[src/rtl/flux_sched_pkg.sv]
// flux_sched_pkg
//   Shared helpers for the flux round-robin scheduler.
//   - tag_width(flux): index width needed to name one of 'flux' streams.
//   - tag_t: widest tag type the helpers work with (up to MAX_FLUX streams).
//   - onehot2bin(): one-hot grant vector to binary index.
package flux_sched_pkg;

  // Upper bound on the number of streams the helpers can encode.
  localparam int MAX_FLUX = 64;

  function automatic int tag_width(input int flux);
    return $clog2(flux);
  endfunction

  localparam int MAX_TAG_WIDTH = tag_width(MAX_FLUX);

  typedef logic [MAX_TAG_WIDTH-1:0] tag_t;

  // OR-reduction encoder: for a one-hot input only one term contributes,
  // and an all-zero input yields index 0.
  function automatic tag_t onehot2bin(input logic [MAX_FLUX-1:0] onehot);
    tag_t idx;
    idx = '0;
    for (int i = 0; i < MAX_FLUX; i++) begin
      if (onehot[i]) begin
        idx = idx | tag_t'(i);
      end
    end
    return idx;
  endfunction

endpackage

[src/rtl/flux_rr_scheduler_rr_find_first.sv]
// rr_find_first
//   Rotating priority encoder: finds the first set bit of 'vec' starting at
//   index 'start' and wrapping around, so 'start-1' is the last candidate.
// Ports:
//   vec    in   N    candidate bits
//   start  in   IW   index searched first
//   found  out  1    some bit of vec is set
//   index  out  IW   position of the first set bit in rotated order, 0 if none
module rr_find_first #(
  parameter  int N  = 2,
  localparam int IW = (N > 1) ? $clog2(N) : 1
) (
  input  logic [N-1:0]  vec,
  input  logic [IW-1:0] start,
  output logic          found,
  output logic [IW-1:0] index
);

  logic [IW-1:0] pos;

  always_comb begin
    found = 1'b0;
    index = '0;
    pos   = '0;
    for (int k = 0; k < N; k++) begin
      pos = IW'((int'(start) + k) % N);
      if (!found && vec[pos]) begin
        found = 1'b1;
        index = pos;
      end
    end
  end

endmodule

[src/rtl/flux_rr_scheduler.sv]
// flux_rr_scheduler
//   Shares one multi-flux actor among FLUX tagged streams with sticky
//   round-robin arbitration, a per-owner burst limit, a block lock and a
//   runtime enable mask. Grant is combinational from the actor's eligibility.
// Ports:
//   clk           in   1          rising-edge clock
//   rst           in   1          synchronous active-high reset
//   req           in   FLUX       per-flux eligibility
//   done          in   1          granted flux completes a transfer this cycle
//   hold          in   1          with done: keep the lock on the served flux
//   cfg_we        in   1          load the enable mask
//   cfg_mask      in   FLUX       new enable mask, 1 = may be granted
//   grant         out  FLUX       one-hot grant
//   tag           out  TAG_WIDTH  binary index of grant, 0 when nothing granted
//   grant_valid   out  1          some flux granted
//   locked        out  1          registered lock state
//   protocol_err  out  1          sticky: done seen with nothing granted
module flux_rr_scheduler
  import flux_sched_pkg::*;
#(
  parameter  int FLUX      = 2,
  parameter  int MAX_BURST = 4,
  localparam int TAG_WIDTH = tag_width(FLUX),
  localparam int BURST_W   = $clog2(MAX_BURST + 1)
) (
  input  logic                 clk,
  input  logic                 rst,
  input  logic [FLUX-1:0]      req,
  input  logic                 done,
  input  logic                 hold,
  input  logic                 cfg_we,
  input  logic [FLUX-1:0]      cfg_mask,
  output logic [FLUX-1:0]      grant,
  output logic [TAG_WIDTH-1:0] tag,
  output logic                 grant_valid,
  output logic                 locked,
  output logic                 protocol_err
);

  logic [TAG_WIDTH-1:0] owner;
  logic [BURST_W-1:0]   burst_cnt;
  logic [FLUX-1:0]      mask;

  logic [FLUX-1:0]      req_m;
  logic [FLUX-1:0]      others;
  logic [TAG_WIDTH-1:0] start_idx;
  logic                 found;
  logic [TAG_WIDTH-1:0] found_idx;
  logic                 sel_valid;
  logic [TAG_WIDTH-1:0] sel_idx;
  logic [MAX_FLUX-1:0]  grant_ext;

  logic [TAG_WIDTH-1:0] owner_upd;
  logic [BURST_W-1:0]   burst_upd;
  logic                 lock_upd;

  assign req_m = req & mask;

  // The rotating search starts just after the owner, so the owner itself is
  // naturally the last candidate.
  always_comb begin
    start_idx = (owner == TAG_WIDTH'(FLUX - 1)) ? '0 : owner + TAG_WIDTH'(1);
  end

  rr_find_first #(.N(FLUX)) u_find (
    .vec   (req_m),
    .start (start_idx),
    .found (found),
    .index (found_idx)
  );

  // Stay with the owner while locked, or while its burst budget lasts, or
  // when nobody else is waiting; otherwise take the rotated pick.
  always_comb begin
    others        = req_m;
    others[owner] = 1'b0;
    sel_valid     = 1'b0;
    sel_idx       = owner;
    if (rst) begin
      sel_valid = 1'b0;
    end else if (locked) begin
      sel_valid = req_m[owner];
    end else if (req_m[owner] &&
                 ((burst_cnt < BURST_W'(MAX_BURST)) || (others == '0))) begin
      sel_valid = 1'b1;
    end else if (found) begin
      sel_valid = 1'b1;
      sel_idx   = found_idx;
    end
  end

  always_comb begin
    grant = '0;
    if (sel_valid) begin
      grant[sel_idx] = 1'b1;
    end
  end

  always_comb begin
    grant_ext             = '0;
    grant_ext[FLUX-1:0]   = grant;
    tag                   = TAG_WIDTH'(onehot2bin(grant_ext));
    grant_valid           = |grant;
  end

  // Next owner/burst/lock. The mask check looks at the owner after this
  // edge's transfer, so a mask write beats a hold on the flux just served.
  always_comb begin
    owner_upd = owner;
    burst_upd = burst_cnt;
    lock_upd  = locked;
    if (done && grant_valid) begin
      if (tag == owner) begin
        if (burst_cnt < BURST_W'(MAX_BURST)) begin
          burst_upd = burst_cnt + BURST_W'(1);
        end
      end else begin
        owner_upd = tag;
        burst_upd = BURST_W'(1);
      end
      lock_upd = hold;
    end
    if (cfg_we && !cfg_mask[owner_upd]) begin
      lock_upd = 1'b0;
    end
  end

  always_ff @(posedge clk) begin
    if (rst) begin
      owner        <= '0;
      burst_cnt    <= '0;
      locked       <= 1'b0;
      mask         <= '1;
      protocol_err <= 1'b0;
    end else begin
      owner     <= owner_upd;
      burst_cnt <= burst_upd;
      locked    <= lock_upd;
      if (cfg_we) begin
        mask <= cfg_mask;
      end
      if (done && !grant_valid) begin
        protocol_err <= 1'b1;
      end
    end
  end

endmodule

[config.mk]
export PLATFORM = sky130hd
export DESIGN_NAME = flux_rr_scheduler
export DESIGN_NICKNAME = d
export VERILOG_FILES = /design/src/rtl/flux_sched_pkg.sv /design/src/rtl/flux_rr_scheduler_rr_find_first.sv /design/src/rtl/flux_rr_scheduler.sv
export SDC_FILE = /design/constraint.sdc
export NUM_CORES = 1
export LEC_CHECK = 0
export CAP_MARGIN = 15
export CORE_AREA = 3 3 40 42
export CTS_BUF_LIST = sky130_fd_sc_hd__clkbuf_16
export DETAILED_ROUTE_END_ITERATION = 7
export DIE_AREA = 0 0 43 45
export GPL_TIMING_DRIVEN = 0
export PLACE_DENSITY = 0.71
export SYNTH_ARGS = -nofsm -noshare
export SYNTH_HDL_FRONTEND = slang
export SYNTH_HIERARCHICAL = 1
export SYNTH_SLANG_ARGS = --single-unit
[constraint.sdc]
create_clock -name clk -period 2.9 [get_ports clk]
set_input_delay 0.58 -clock clk [delete_from_list [all_inputs] [get_ports clk]]
set_output_delay 0.58 -clock clk [all_outputs]
set_load 0.02 [all_outputs]
# Yosys cells after proc, flatten, opt, wreduce, memory -nomap -nowiden
# Index checks and enable logic that the tools add are counted.
op_classes:
  n_addsub: 3
  order_cmp: 8
  eq_ne: 2
  n_mux: 31
  bitwise_logic: 3
  reduce_logical: 15
op_table:
  columns: ["op", "n"]
  rows:
  - ["$mux W1", 26]
  - ["$lt A1 B2 Y1 const B", 5]
  - ["$logic_and A1 B1 Y1", 7]
  - ["$mux W3", 2]
  - ["$and A2 B2 Y2", 2]
  - ["$reduce_or A2 Y1", 2]
  - ["$add A3 B1 Y3 const B", 1]
  - ["$logic_not A1 Y1", 3]
  - ["$lt A3 B3 Y1 const B", 1]
  - ["$add A1 B1 Y1 const B", 2]
  - ["$demux W1 S1", 2]
  - ["$ge A1 B1 Y1 const B", 2]
  - ["$logic_not A2 Y1", 1]
  - ["$mux W2", 1]
  - ["$ne A2 B2 Y1 const B", 1]
  - ["$not A2 Y2", 1]
  - ["$reduce_and A2 Y1", 1]
  - ["$eq A1 B1 Y1", 1]
  - ["$logic_or A1 B1 Y1", 1]
word_totals:
  regBits: 8
  in_bits: 9
  output_inout_bits: 6
  elab_cells: 67

# Longest topological paths before layout
depth:
  word_depth: 26
  ltp_mapped: 9
  ltp_nobuf: 8

# Hierarchy
# Netlist, hierarchy kept.
modules_own_cells:
  columns: ["mod", "n_inst", "cells_each", "area_per_inst_um2", "seq_area_each_um2"]
  rows:
  - ["flux_rr_scheduler", 1, 61, 491.7, 160.2]
  - ["rr_find_first", 1, 3, 17.5, 0.0]

# Least setup slack after synthesis
# No wires, ideal clock.
synth_timing:
  kind: "in2out"
  from: "input port req[1]"
  to: "output port grant[0]"
  t_arrival_ns: 2.186
  setup_slack_ns: 0.134
  stages: 6
  path_buffers: 0
  path_cell_list: "and2_1 -> or2_1 -> or3b_4 -> o21a_1 -> a211o_1 -> nor3_1"
synth_via:
  elab_chain_len: 16
  word_cells_on_any_way: 31
  cone_classes: "2 x order compare; 21 x mux; 2 x bitwise; 6 x reduce/logical"
synth_rtl:
  columns: ["element", "line", "source"]
  rows:
  - ["start: declaration", "flux_rr_scheduler.sv:28", "input logic [FLUX-1:0] req,"]
  - ["$and A2 B2 Y2 *", "flux_rr_scheduler.sv:57", "assign req_m = req & mask;"]
  - ["$mux W1 (not written as such) (2 in series)", "flux_rr_scheduler_rr_find_first.sv:27", "if (!found && vec[pos]) begin"]
  - ["$mux W1", "flux_rr_scheduler_rr_find_first.sv:27", null]
  - ["$logic_not A1 Y1", "flux_rr_scheduler_rr_find_first.sv:27", null]
  - ["$logic_and A1 B1 Y1", "flux_rr_scheduler_rr_find_first.sv:27", null]
  - ["$mux W1 *", "flux_rr_scheduler_rr_find_first.sv:27", null]
  - ["net found", "flux_rr_scheduler.sv:47", "logic found;"]
  - ["$mux W1", "flux_rr_scheduler.sv:86", "end else if (found) begin"]
  - ["$mux W1", "flux_rr_scheduler.sv:83", "end else if (req_m[owner] &&"]
  - ["$mux W1", "flux_rr_scheduler.sv:81", "end else if (locked) begin"]
  - ["$mux W1", "flux_rr_scheduler.sv:79", "if (rst) begin"]
  - ["$lt A1 B2 Y1 (not written as such) / $ge A1 B1 Y1 (equally long branches)", "flux_rr_scheduler.sv:95", "grant[sel_idx] = 1'b1;"]
  - ["$logic_and A1 B1 Y1 (not written as such)", "flux_rr_scheduler.sv:95", null]
  - ["$mux W1 (not written as such)", "flux_rr_scheduler.sv:95", null]
  - ["$demux W1 S1", "flux_rr_scheduler.sv:95", null]
  - ["$mux W2 *", "flux_rr_scheduler.sv:94", "if (sel_valid) begin"]
  - ["end: declaration", "flux_rr_scheduler.sv:33", "output logic [FLUX-1:0] grant,"]
# Mark *: on every way through the listed nets, which the timed path passes. The rest lies on a longest branch. The select of a mux whose other input is x is not followed.

# Worst setup path in the final report
layout_timing:
  from: "input port req[1]"
  to: "output port grant[1]"
layout_via:
  elab_chain_len: 16
  word_cells_on_any_way: 31
  cone_classes: "2 x order compare; 21 x mux; 2 x bitwise; 6 x reduce/logical"
layout_rtl:
  columns: ["element", "line", "source"]
  rows:
  - ["$and A2 B2 Y2 *", "flux_rr_scheduler.sv:57", null]
  - ["net req_m[1]", "flux_rr_scheduler.sv:44", "logic [FLUX-1:0] req_m;"]
  - ["$mux W1 (not written as such) (2 in series)", "flux_rr_scheduler_rr_find_first.sv:27", null]
  - ["$mux W1", "flux_rr_scheduler_rr_find_first.sv:27", null]
  - ["$logic_not A1 Y1", "flux_rr_scheduler_rr_find_first.sv:27", null]
  - ["$logic_and A1 B1 Y1", "flux_rr_scheduler_rr_find_first.sv:27", null]
  - ["$mux W1 *", "flux_rr_scheduler_rr_find_first.sv:27", null]
  - ["net found", "flux_rr_scheduler.sv:47", null]
  - ["$mux W1", "flux_rr_scheduler.sv:86", null]
  - ["$mux W1", "flux_rr_scheduler.sv:83", null]
  - ["$mux W1", "flux_rr_scheduler.sv:81", null]
  - ["$mux W1", "flux_rr_scheduler.sv:79", null]
  - ["$lt A1 B2 Y1 (not written as such) / $ge A1 B1 Y1 (equally long branches)", "flux_rr_scheduler.sv:95", null]
  - ["$logic_and A1 B1 Y1 (not written as such)", "flux_rr_scheduler.sv:95", null]
  - ["$mux W1 (not written as such)", "flux_rr_scheduler.sv:95", null]
  - ["$demux W1 S1", "flux_rr_scheduler.sv:95", null]
  - ["$mux W2 *", "flux_rr_scheduler.sv:94", null]
# Marks and branches as above.

==> flow_metrics.env <==
export IMPL_cts_htree_levels=1
export IMPL_grt_pass1_wl_microns=1970
export IMPL_startpoint_type="input port"
export IMPL_power_internal_mw=0.339
export IMPL_synth_edff_count=0
export IMPL_cts_buffers=3
export IMPL_placementRows=13
export IMPL_tritoncts="done"
export IMPL_design_core_area_sq_um=1280
export IMPL_p_seq_frac=0.287
export IMPL_grt_max_degree=9
export IMPL_start_util=0.396
export IMPL_clkSlewWorstSetupHoldPaths_ps=30
export IMPL_drive_above_1_share=0.279
export IMPL_vias_per_cell=5.14
export IMPL_final_antenna_net_count=0
export IMPL_grt_ovfl_total=0
export IMPL_synth_most_common_cell="dfxtp_1"
export IMPL_grt_use_total=0.131
export IMPL_clock_latency_ps=230
export IMPL_synth_seq_area_share=0.314
export IMPL_p_per_area_nw_per_um2=553
export IMPL_fin_tns_setup_ps=0
export IMPL_period_minus_slack_ps=2810
export IMPL_fp_dieW_microns=43
export IMPL_synthTopCellsByArea="dfxtp_1 (31%), mux2i_1 (5.9%), nand2_1 (5.2%)"
export IMPL_leakagePower_nw=0.338
export IMPL_cts_sinks=8
export IMPL_synth_warnings=6
export IMPL_grt_pass1_vias=491
export IMPL_antenna_found_initial=0
export IMPL_relSlewSlack=0.784
export IMPL_vias=519
export IMPL_syn_area_sq_um=509
export IMPL_hold_slack_ps=464
export IMPL_syn2layout_area_growth_pct=53.8
export IMPL_crit_type="in2out"
export IMPL_p_switching_mw=0.0938
export IMPL_worstPathRequired_ps=2320
export IMPL_setup_slack_ps=88.8
export IMPL_power_frac_comb=0.196
export IMPL_io_buffers=14
export IMPL_arrival_ps=2230
export IMPL_sw_frac_of_total=0.217
export IMPL_peakVddDrop_uv=435
export IMPL_place_ws_ps=-871
export IMPL_place_congestion=0.869
export IMPL_cts_buffer_depth=2
export IMPL_end_kind="primary output"
export IMPL_tightest_slew_ps=323
export IMPL_nNetsFinal=98
export IMPL_clkPwrFrac=0.518
export IMPL_clock_skew_ps=0.253
export IMPL_netlist_area_leader_share=0.314
export IMPL_synth_area_leader_cell="dfxtp_1"
export IMPL_synthCells=64
export IMPL_synth_cell_types=31
export IMPL_hp_class="reg2reg"
export IMPL_status="complete, no violations"
export IMPL_synthFlopType="dfxtp_1"
export IMPL_synthTopCellsByCount="dfxtp_1 (8), nand2_1 (7), inv_1 (6)"
export IMPL_avgSynthCellArea_sq_um=7.96
export IMPL_antenna_cells=0
export IMPL_fin_crit_sh=0.969
export IMPL_max_freq_mhz=356
export IMPL_hpwlAfterDp_microns=891
export IMPL_syn_nets=74
export IMPL_drc=0
export IMPL_rsz0062_at_grt="no"
export IMPL_finalHoldViolCount=0
export IMPL_die_h_microns=45
export IMPL_drt_iter0_markers=3
export IMPL_fp_dieArea_sq_um=1940
export IMPL_synth_seq_cells=8
export IMPL_slew_violations=0
export IMPL_io_pins=15
export IMPL_drtPass1Iterations=2
export IMPL_max_cap_violations=0
export IMPL_setup_viol=0
export IMPL_drt_total_wl_microns=1210
export IMPL_worstPathMaxFanout=4
export IMPL_post_route_util=0.610
export IMPL_root_buffer="clkbuf_16"
export IMPL_async_flop_share=0
export IMPL_drt_wirelength_per_cell_microns=11.9
## timing repair
| action | CTS | global route |
|---|---|---|
| setup endpoints to repair | 4 | 3 |
| gates cloned | 0 | 0 |
| setup buffers | 5 | 0 |
| gates resized for setup | 23 | 7 |
| hold endpoints to repair | 0 | 0 |
| pin swaps | 5 | 3 |
| hold buffers | 0 | 0 |
## cells by family (layout without fill, tap and decap cells)
logic type	Yosys count	in the layout	synth area share
buffers and inverters	8	30	0.0688
and+or+nand+nor	27	27	0.305
adders and majority gates	1	1	0.0246
DFF	8	8	0.314
AOI/OAI and AO/OA	17	17	0.229
muxes	3	3	0.0590
## through the flow
| stage | cell area, sq um | power (mW) | instances |
|---|---|---|---|
| 3_5_place_dp | 668 | 0.201 | 93 |
| 6_report | 783 | 0.433 | 101 |
| 3_3_place_gp | 668 | 0.200 | 93 |
| 2_1_floorplan | 509 | 0.169 | 64 |
| 5_1_grt | 783 | 0.448 | 101 |
| 4_1_cts | 777 | 0.435 | 101 |
## power by group through the flow
stage	clock network, mW	registers, mW	logic (mW)
6_report	0.224	0.124	0.0847
5_1_grt	0.231	0.125	0.0925
4_1_cts	0.228	0.124	0.0832
3_5_place_dp	0	0.125	0.0760
3_3_place_gp	0	0.125	0.0749
2_1_floorplan	0	0.127	0.0422
## path summary, 6_finish.rpt
| path | start | to | slack, ps | cells past startpoint |
|---|---|---|---|---|
| worst max-delay path | req[1] | grant[1] | 90 | 9 |
| worst min-delay path | protocol_err$_SDFFE_PP0P_ | protocol_err$_SDFFE_PP0P_ | 460 | 2 |
| worst max register to register | mask[1]$_SDFFE_PP1P_ | burst_cnt[1]$_SDFFE_PP0P_ | 830 | 7 |
| worst min register to register | protocol_err$_SDFFE_PP0P_ | protocol_err$_SDFFE_PP0P_ | 460 | 2 |
## per-layer routing
layer / share of wire / vias up / global-route usage
li1: - / 277 / -
met1: 0.47 / 232 / 0.161
met2: 0.48 / 8 / 0.240
met3: 0.030 / 2 / 0.00398
met4: 0.014 / 0 / 0.0602
met5: 0 / - / 0
## cell type report
class	count	area [sq um]
fillers	115	502
well taps	15	18.8
multi-input cells	48	334
inverters	6	22.5
repair buffers	19	160
clock buffers	3	75.1
flip-flops and latches	8	160
plain buffers	2	12.5
## critical path, stage by stage
cell and delay [ps]:
buf_4 100, and2_4 150, or2_1 110, or3b_4 400, o21a_1 190, a211o_1 310
and2_4 150, buf_4 120, buf_6 120
## layout by cell type, fill, tap and decap left out, types with 3 or more instances in the layout
master / count
nand2_1: 6
nor2_1: 4
buf_4: 7
buf_2: 3
mux2i_1: 3
dfxtp_1: 8
clkbuf_16: 3
o21ai_0: 5
inv_1: 5
clkdlybuf4s50_1: 8
nand3_1: 3
## sequential cells by signal, indices dropped and copies added, names as in the netlist
signal	count
owner	1
burst_cnt	3
locked	1
mask	2
protocol_err	1
Note: power is estimated with default switching activity, not from simulation.
